[config.mk]
export PLATFORM = sky130hd
export DESIGN_NAME = bcd_to_bin_seq
export DESIGN_NICKNAME = d
export VERILOG_FILES = /design/src/rtl/bcd_to_bin_seq.sv
export SDC_FILE = /design/constraint.sdc
export NUM_CORES = 1
export LEC_CHECK = 0
export ABC_AREA = 0
export CORE_MARGIN = 3
export CORE_UTILIZATION = 55
export CTS_CLUSTER_SIZE = 12
export DETAILED_ROUTE_END_ITERATION = 12
export GPL_TIMING_DRIVEN = 0
export PLACE_DENSITY = 0.93
export SLEW_MARGIN = 20
export SYNTH_ARGS = -nofsm -noshare
export SYNTH_HDL_FRONTEND = slang
export SYNTH_SLANG_ARGS = --single-unit
[constraint.sdc]
create_clock -name clk -period 3 [get_ports clk]
set_clock_uncertainty 0.2 [all_clocks]
set_input_delay 0.9 -clock clk [delete_from_list [all_inputs] [get_ports clk]]
set_output_delay 0.9 -clock clk [all_outputs]
set_load 0.01 [all_outputs]
[src/rtl/bcd_to_bin_seq.sv]
// Sequential three-digit packed BCD to binary converter (reverse double-dabble).
// Performs one shift-and-correct step per clock and uses a start/done handshake.
module bcd_to_bin_seq #(
    parameter int unsigned OUT_W = 10
) (
    input  logic             clk,
    input  logic             rst_n,
    input  logic             start,
    input  logic [3:0]       H,
    input  logic [3:0]       T,
    input  logic [3:0]       O,
    output logic             ready,
    output logic             done,
    output logic [OUT_W-1:0] bin,
    output logic             err
);

    localparam int unsigned CNT_W = (OUT_W > 1) ? $clog2(OUT_W) : 1;

    typedef enum logic [1:0] {
        IDLE,
        SHIFT,
        DONE
    } state_t;

    state_t             state_q, state_d;
    logic [11:0]        bcd_q, bcd_sh, bcd_tmp;
    logic [OUT_W-1:0]   res_q, res_sh;
    logic [CNT_W-1:0]   cnt_q;
    logic               bad_q;
    logic [OUT_W-1:0]   bin_q;
    logic               err_q;
    logic               accept, digit_bad, last;

    assign accept    = start && ((state_q == IDLE) || (state_q == DONE));
    assign digit_bad = (H > 4'd9) || (T > 4'd9) || (O > 4'd9);
    // A bad-digit request spends exactly one cycle in SHIFT, so err appears two cycles after start.
    assign last      = (state_q == SHIFT) && (bad_q || (cnt_q == CNT_W'(OUT_W - 1)));

    always_comb begin
        res_sh  = {bcd_q[0], res_q[OUT_W-1:1]};
        bcd_tmp = {1'b0, bcd_q[11:1]};
        bcd_sh  = bcd_tmp;
        for (int unsigned i = 0; i < 3; i++) begin
            if (bcd_tmp[4*i +: 4] >= 4'd8)
                bcd_sh[4*i +: 4] = bcd_tmp[4*i +: 4] - 4'd3;
        end
    end

    always_ff @(posedge clk or negedge rst_n) begin
        if (!rst_n)
            state_q <= IDLE;
        else
            state_q <= state_d;
    end

    always_comb begin
        state_d = state_q;
        unique case (state_q)
            IDLE:    if (accept) state_d = SHIFT;
            SHIFT:   if (last)   state_d = DONE;
            DONE:    state_d = accept ? SHIFT : IDLE;
            default: state_d = IDLE;
        endcase
    end

    always_comb begin
        ready = (state_q == IDLE) || (state_q == DONE);
        done  = (state_q == DONE);
    end

    always_ff @(posedge clk or negedge rst_n) begin
        if (!rst_n) begin
            bcd_q <= '0;
            res_q <= '0;
            cnt_q <= '0;
            bad_q <= 1'b0;
            bin_q <= '0;
            err_q <= 1'b0;
        end else if (accept) begin
            bcd_q <= {H, T, O};
            res_q <= '0;
            cnt_q <= '0;
            bad_q <= digit_bad;
        end else if (state_q == SHIFT) begin
            bcd_q <= bcd_sh;
            res_q <= res_sh;
            cnt_q <= cnt_q + 1'b1;
            if (last) begin
                bin_q <= bad_q ? '0 : res_sh;
                err_q <= bad_q;
            end
        end
    end

    assign bin = bin_q;
    assign err = err_q;

endmodule

==> results of run 1 <==
where the power goes:
group | internal, W | switching (W)
clock network | 0.000175 | 0.000182
logic | 0.000230 | 0.000244
registers | 0.000639 | 0.000120
total | 0.00104 | 0.000546
kinds of logic after synthesis:
| logic type | Yosys count | synth area share |
|---|---|---|
| AO/OA/AOI/OAI | 41 | 0.187 |
| XOR/XNOR | 4 | 0.0199 |
| adder cells (fa/ha/maj) | 6 | 0.0427 |
| buffers and inverters | 17 | 0.0526 |
| flip-flops | 39 | 0.555 |
| multiplexers | 3 | 0.0171 |
| AND/OR/NAND/NOR | 40 | 0.126 |
layout make-up:
type	count	area, um2
repair buffers	28	285
flip-flops and latches	39	976
fillers	209	722
clock buffers	5	37.5
multi-input cells	94	691
plain buffers	10	66.3
well taps	42	52.6
inverters	7	26.3
clock inverters	3	43.8
critical path, delay by kind of cell, from the launching register on:
family        cells  cell delay [ns]
buf+inv           1             0.53
flops             1             0.46
simple gates      1             0.23
Yosys cell counts (3+ instances only):
library cell,number,area share
a221o_1,4,0.023
a22o_1,20,0.10
buf_4,3,0.013
clkbuf_1,3,0.0064
dfrtp_1,39,0.55
ha_1,6,0.043
inv_1,7,0.015
mux2i_1,3,0.017
nand2_1,12,0.026
nand3_1,8,0.023
nand4_1,4,0.014
nor2_1,5,0.011
o211ai_1,4,0.017
o21ai_0,5,0.014
xnor2_1,4,0.020
how the worst max path moves through the flow:
stage	from	endpoint	slack (ns)	cells after the start
final	state_q[0]$_DFFE_PN0P_	done	0.32	2
after global routing	state_q[0]$_DFFE_PN0P_	done	0.24	2
after CTS	state_q[0]$_DFFE_PN0P_	done	0.32	2
after detailed placement	start	bcd_q[5]$_DFFE_PN0P_	0.60	4
after global placement	rst_n	bcd_q[1]$_DFFE_PN0P_	-0.02	1
after floorplan	start	bcd_q[5]$_DFFE_PN0P_	1.12	3
placed cells by master, fill, tap and decap left out, types with 2 or more instances in the layout:
cell type,netlist,routed
buf_6,2,2
clkdlybuf4s50_1,0,26
o21ai_0,5,5
mux2i_1,3,3
a22o_1,20,20
dfrtp_1,39,39
clkbuf_1,3,3
a22oi_1,2,2
ha_1,6,6
buf_4,3,3
nor2b_1,2,2
a221o_1,4,4
o211ai_1,4,4
nand2_1,12,12
inv_1,7,7
clkbuf_4,0,5
and2b_1,2,2
xnor2_1,4,4
nand2b_1,2,2
nor2_1,5,5
nand3_1,8,8
nand4_1,4,4
buf_2,2,3
metal layers:
layer,routed length (um),track usage,part of all wire
met1,1690,0.284,0.43
met2,1930,0.328,0.49
met3,213,0.0468,0.054
met4,104,0.132,0.026
met5,0,0,0
state kept, by name, indices dropped and copies added (netlist names):
signal   count
bad_q        1
bcd_q       12
bin         10
cnt_q        4
err          1
res_q        9
state_q      2
through the flow:
stage / utilization / setup slack, ns / hold WS (ns)
2_1_floorplan: - / 1.12 / 0.237
3_3_place_gp: 0.718 / -0.0200 / 0.260
3_5_place_dp: 0.723 / 0.596 / 0.280
4_1_cts: 0.751 / 0.316 / 0.220
5_1_grt: 0.751 / 0.243 / 0.214
6_report: 0.751 / 0.317 / 0.214
==> reports/metrics.cfg, run 1 <==
[status]
status = finished, final reports clean

[clock_tree]
post_cts_resized = 0
post_cts_buffers = 0
clock_latency_ns = 0.36
ctsLongestPathBuffers = 2
numCtsBuffers = 5
cts_hold_buf = 0
clock-root-buffer = clkbuf_4
cts_tree = built
cts.sink_count = 39
cts_max_level = 2
path_clk_slew_ns = 0.12

[global_routing]
grt_overflow = 0
antenna_found_initial = 0
grt_pass1_wl_um = 6580
grt_max_degree = 28
grt_use_total = 0.217
grt_pass1_vias = 1342

[critical_path]
cpPeakStageDelay_ns = 0.53
required_ns = 1.90
regToRegEndpoint = bin[1]$_DFFE_PN0P_
regToRegStartpoint = cnt_q[1]$_DFFE_PN0P_
end_kind = primary output
cp_cell_sequence = and2b_1 -> clkdlybuf4s50_1
critPathSlowestCell = clkdlybuf4s50_1
path_class = register to primary output
reg2reg_slack_ns = 1.24
worst_r2r_path_depth = 5
cp_max_fo = 7
critPathLaunchType = register
arrival_ns = 1.58

[routing]
wl_per_cell_um = 17.3
drt-pass1-iter-count = 4
viasPerCell = 5.82
drcViolationCount = 0
wl_um = 3930
drtIter0Drc = 57
num_vias = 1327
final_antenna_net_count = 0

[timing]
tightestPinTransition_ns = 0.449
final-setup-viol-count = 0
rsz0062_at_grt = no
final_hold_viol_count = 0
post-route-period-util = 0.894
finalWorstPathRequiredPeriod_ns = 2.68
fmax_mhz = 373
slew-limit-headroom = 0.700
slew_violations = 0
tns_ns = 0

[floorplanning]
die_w_um = 62.6
rows = 19
core_um2 = 2900
io_pins = 28
die_h_um = 62.6
start_util = 0.607
die-area_um2 = 3910

[logic_synthesis]
syn_inst = 150
synth_cell_types = 32
ys_seq_elements = 39
syn_area_um2 = 1760
syn_avg_cell_area_um2 = 11.7
yosys_warnings = 0
synthArstFlopShare = 1.00
ys.flop_type = dfrtp_1
yosysSeqAreaShare = 0.555
synth_edf_count = 0
syn-num-nets = 171

[job]
drv_cap = 0

[finish]
layout-drive-gt1-share = 0.118
antennaDiodeCount = 0
fin_nets = 206
final_area_um2 = 2180
syn2layout_area_growth_pct = 23.8
fin_cells = 228

[power]
power.total_w = 0.00159
ir_drop_v = 0.000405
power.density_nw_per_um2 = 730
leakagePower_nw = 1.01

[place]
place.gp.congestion = 0.838
dp.cells = 220
dpl.hpwl_um = 2670
place_area_um2 = 2100
io_buffers = 27

[worst_hold_path]
hp-class = input pin to asynchronous set/reset pin

Power figures use the tool's default switching activity.
==> inputs of run 2 (changes only) <==
--- a/config.mk
+++ b/config.mk
@@ -11,6 +11,7 @@
 export CTS_CLUSTER_SIZE = 12
 export DETAILED_ROUTE_END_ITERATION = 12
 export GPL_TIMING_DRIVEN = 0
+export MAX_ROUTING_LAYER = met4
 export PLACE_DENSITY = 0.93
 export SLEW_MARGIN = 20
 export SYNTH_ARGS = -nofsm -noshare
==> run 2 against run 1 <==
Register-to-register slack barely moved. Sequential cell count unchanged. Final cell count is the same. Via count rose by 2.8%. Clock power about the same. Maximum frequency shrank 0.24%. Die area did not move. Clock-buffer cell count is the same. Largest cell class unchanged.
==> reports/metrics.cfg, run 2 (synthesis gave the netlist of run 1 again) <==
[floorplanning]
io_pins = 28  ; unchanged
die-area_um2 = 3910  ; unchanged
rows = 19  ; unchanged
die_h_um = 62.6  ; unchanged
start_util = 0.607  ; unchanged
die_w_um = 62.6  ; unchanged
core_um2 = 2900  ; unchanged

[routing]
wl_met1_um = 1700  ; was 1690 um
drcViolationCount = 0  ; unchanged
met2WireLength_um = 1920  ; was 1930 um
num_vias = 1364  ; was 1,327
wl_um = 3920  ; was 3930 um
wl_met3_um = 174  ; was 213 um
wl_per_cell_um = 17.2  ; was 17.3 um
drt-pass1-iter-count = 4  ; unchanged
final_antenna_net_count = 0  ; unchanged
highest_layer = met4  ; unchanged
drtIter0Drc = 125  ; was 57
viasPerCell = 5.98  ; was 5.82

[clock_tree]
cts_tree = built  ; unchanged
clock_latency_ns = 0.36  ; about the same
clock-root-buffer = clkbuf_4  ; unchanged
cts_max_level = 2  ; unchanged
numCtsBuffers = 5  ; unchanged
post_cts_resized = 0  ; unchanged
cts_hold_buf = 0  ; unchanged
ctsLongestPathBuffers = 2  ; unchanged
cts.sink_count = 39  ; unchanged
path_clk_slew_ns = 0.12  ; about the same
post_cts_buffers = 0  ; unchanged

[timing]
finalWorstPathRequiredPeriod_ns = 2.69  ; was 2.68 ns
tightestPinTransition_ns = 0.474  ; was 0.449 ns
slew_violations = 0  ; unchanged
final-setup-viol-count = 0  ; unchanged
fmax_mhz = 372  ; was 373 MHz
post-route-period-util = 0.896  ; was 0.894
rsz0062_at_grt = no  ; unchanged
final_hold_viol_count = 0  ; unchanged
hold_slack_ns = 0.222  ; was 0.214 ns
slew-limit-headroom = 0.684  ; was 0.700

[place]
place_area_um2 = 2100  ; unchanged
place.gp.congestion = 0.851  ; was 0.838
dpl.hpwl_um = 2670  ; unchanged
io_buffers = 27  ; unchanged

[finish]
final_common_cell = dfrtp_1  ; unchanged
syn2layout_area_growth_pct = 23.8  ; unchanged
largest_reg_flops = 12  ; unchanged
layout-drive-gt1-share = 0.118  ; unchanged
layout_common_cells = dfrtp_1, clkdlybuf4s50_1, a22o_1  ; unchanged
fin_nets = 206  ; unchanged
max_flop_register = bcd_q  ; unchanged
antennaDiodeCount = 0  ; unchanged
final_area_um2 = 2180  ; unchanged

[global_routing]
grt_overflow = 0  ; unchanged
grt_pass1_wl_um = 6560  ; was 6580 um
grt_max_degree = 28  ; unchanged
antenna_found_initial = 0  ; unchanged
grt_use_total = 0.223  ; was 0.217
grt_pass1_vias = 1346  ; was 1,342

[critical_path]
path_class = register to primary output  ; unchanged
critPathLaunchType = register  ; unchanged
worst_r2r_path_depth = 5  ; unchanged
end_kind = primary output  ; unchanged
arrival_ns = 1.59  ; was 1.58 ns
reg2reg_slack_ns = 1.24  ; about the same
cp_max_fo = 7  ; unchanged
required_ns = 1.90  ; about the same

[power]
ir_drop_v = 0.000406  ; was 0.000405 V
leakagePower_nw = 1.01  ; unchanged
power.density_nw_per_um2 = 729  ; was 730 nW/um2

[job]
drv_cap = 0  ; unchanged

[status]
status = finished, final reports clean  ; unchanged

[worst_hold_path]
hp-class = input pin to asynchronous set/reset pin  ; unchanged

==> run 2: cell counts in the layout (fill, tap and decap cells not counted) <==
No cell type changed its count.
==> run 2: layout make-up <==
cell class                 count  area [um2]
buffer                        10        66.3
clock buffer                   5        37.5
clock inverter                 3        43.8
fill                         209         722
inverter                       7        26.3
multi-input combinational     94         691
sequential                    39         976
tap                           42        52.6
timing repair buffer          28         285
==> run 2: path summary, 6_finish.rpt <==
path	startpoint	endpoint
setup / recovery	state_q[0]$_DFFE_PN0P_	done
hold / removal	rst_n	bcd_q[8]$_DFFE_PN0P_
setup reg to reg	cnt_q[1]$_DFFE_PN0P_	bin[3]$_DFFE_PN0P_
hold reg to reg	cnt_q[3]$_DFFE_PN0P_	cnt_q[3]$_DFFE_PN0P_
max in group asynchronous	rst_n	state_q[1]$_DFFE_PN0P_
min in group clk	cnt_q[3]$_DFFE_PN0P_	cnt_q[3]$_DFFE_PN0P_
==> run 2: worst max-delay path, cell delays in order (launching register included) <==
cell             delay, ns
dfrtp_1               0.47
and2b_1               0.23
clkdlybuf4s50_1       0.54
==> run 2: stage by stage <==
| stage | setup WS (ns) | utilization | setup TNS, ns | cells | power, W |
|---|---|---|---|---|---|
| after floorplan | 1.12 | - | 0 | 150 | 0.00108 |
| after global placement | -0.0200 | 0.718 | -0.714 | 219 | 0.00119 |
| after global routing | 0.245 | 0.751 | 0 | 228 | 0.00168 |
| after detailed placement | 0.596 | 0.723 | 0 | 220 | 0.00124 |
| final | 0.311 | 0.751 | 0 | 228 | 0.00159 |
| after CTS | 0.316 | 0.751 | 0 | 228 | 0.00159 |
==> run 2: report_power, final <==
part | switching [W] | internal (W) | total [W]
sequential | 0.000118 | 0.000639 | 0.000757
clock | 0.000181 | 0.000175 | 0.000356
combinational | 0.000245 | 0.000230 | 0.000475
==> run 2: per-layer routing <==
layer	vias up	GRT usage
li1	613	-
met1	695	0.282
met5	-	-
met3	14	0.0450
met4	0	0.132
met2	42	0.332
==> inputs of run 3 (changes only) <==
--- a/config.mk
+++ b/config.mk
@@ -13,7 +13,8 @@
 export GPL_TIMING_DRIVEN = 0
 export MAX_ROUTING_LAYER = met4
 export PLACE_DENSITY = 0.93
-export SLEW_MARGIN = 20
+export SKIP_LAST_GASP = 1
+export SLEW_MARGIN = 10
 export SYNTH_ARGS = -nofsm -noshare
 export SYNTH_HDL_FRONTEND = slang
 export SYNTH_SLANG_ARGS = --single-unit
==> results of run 3 <==
Same layout as run 2: the final DEF is identical, and so are final timing and power.
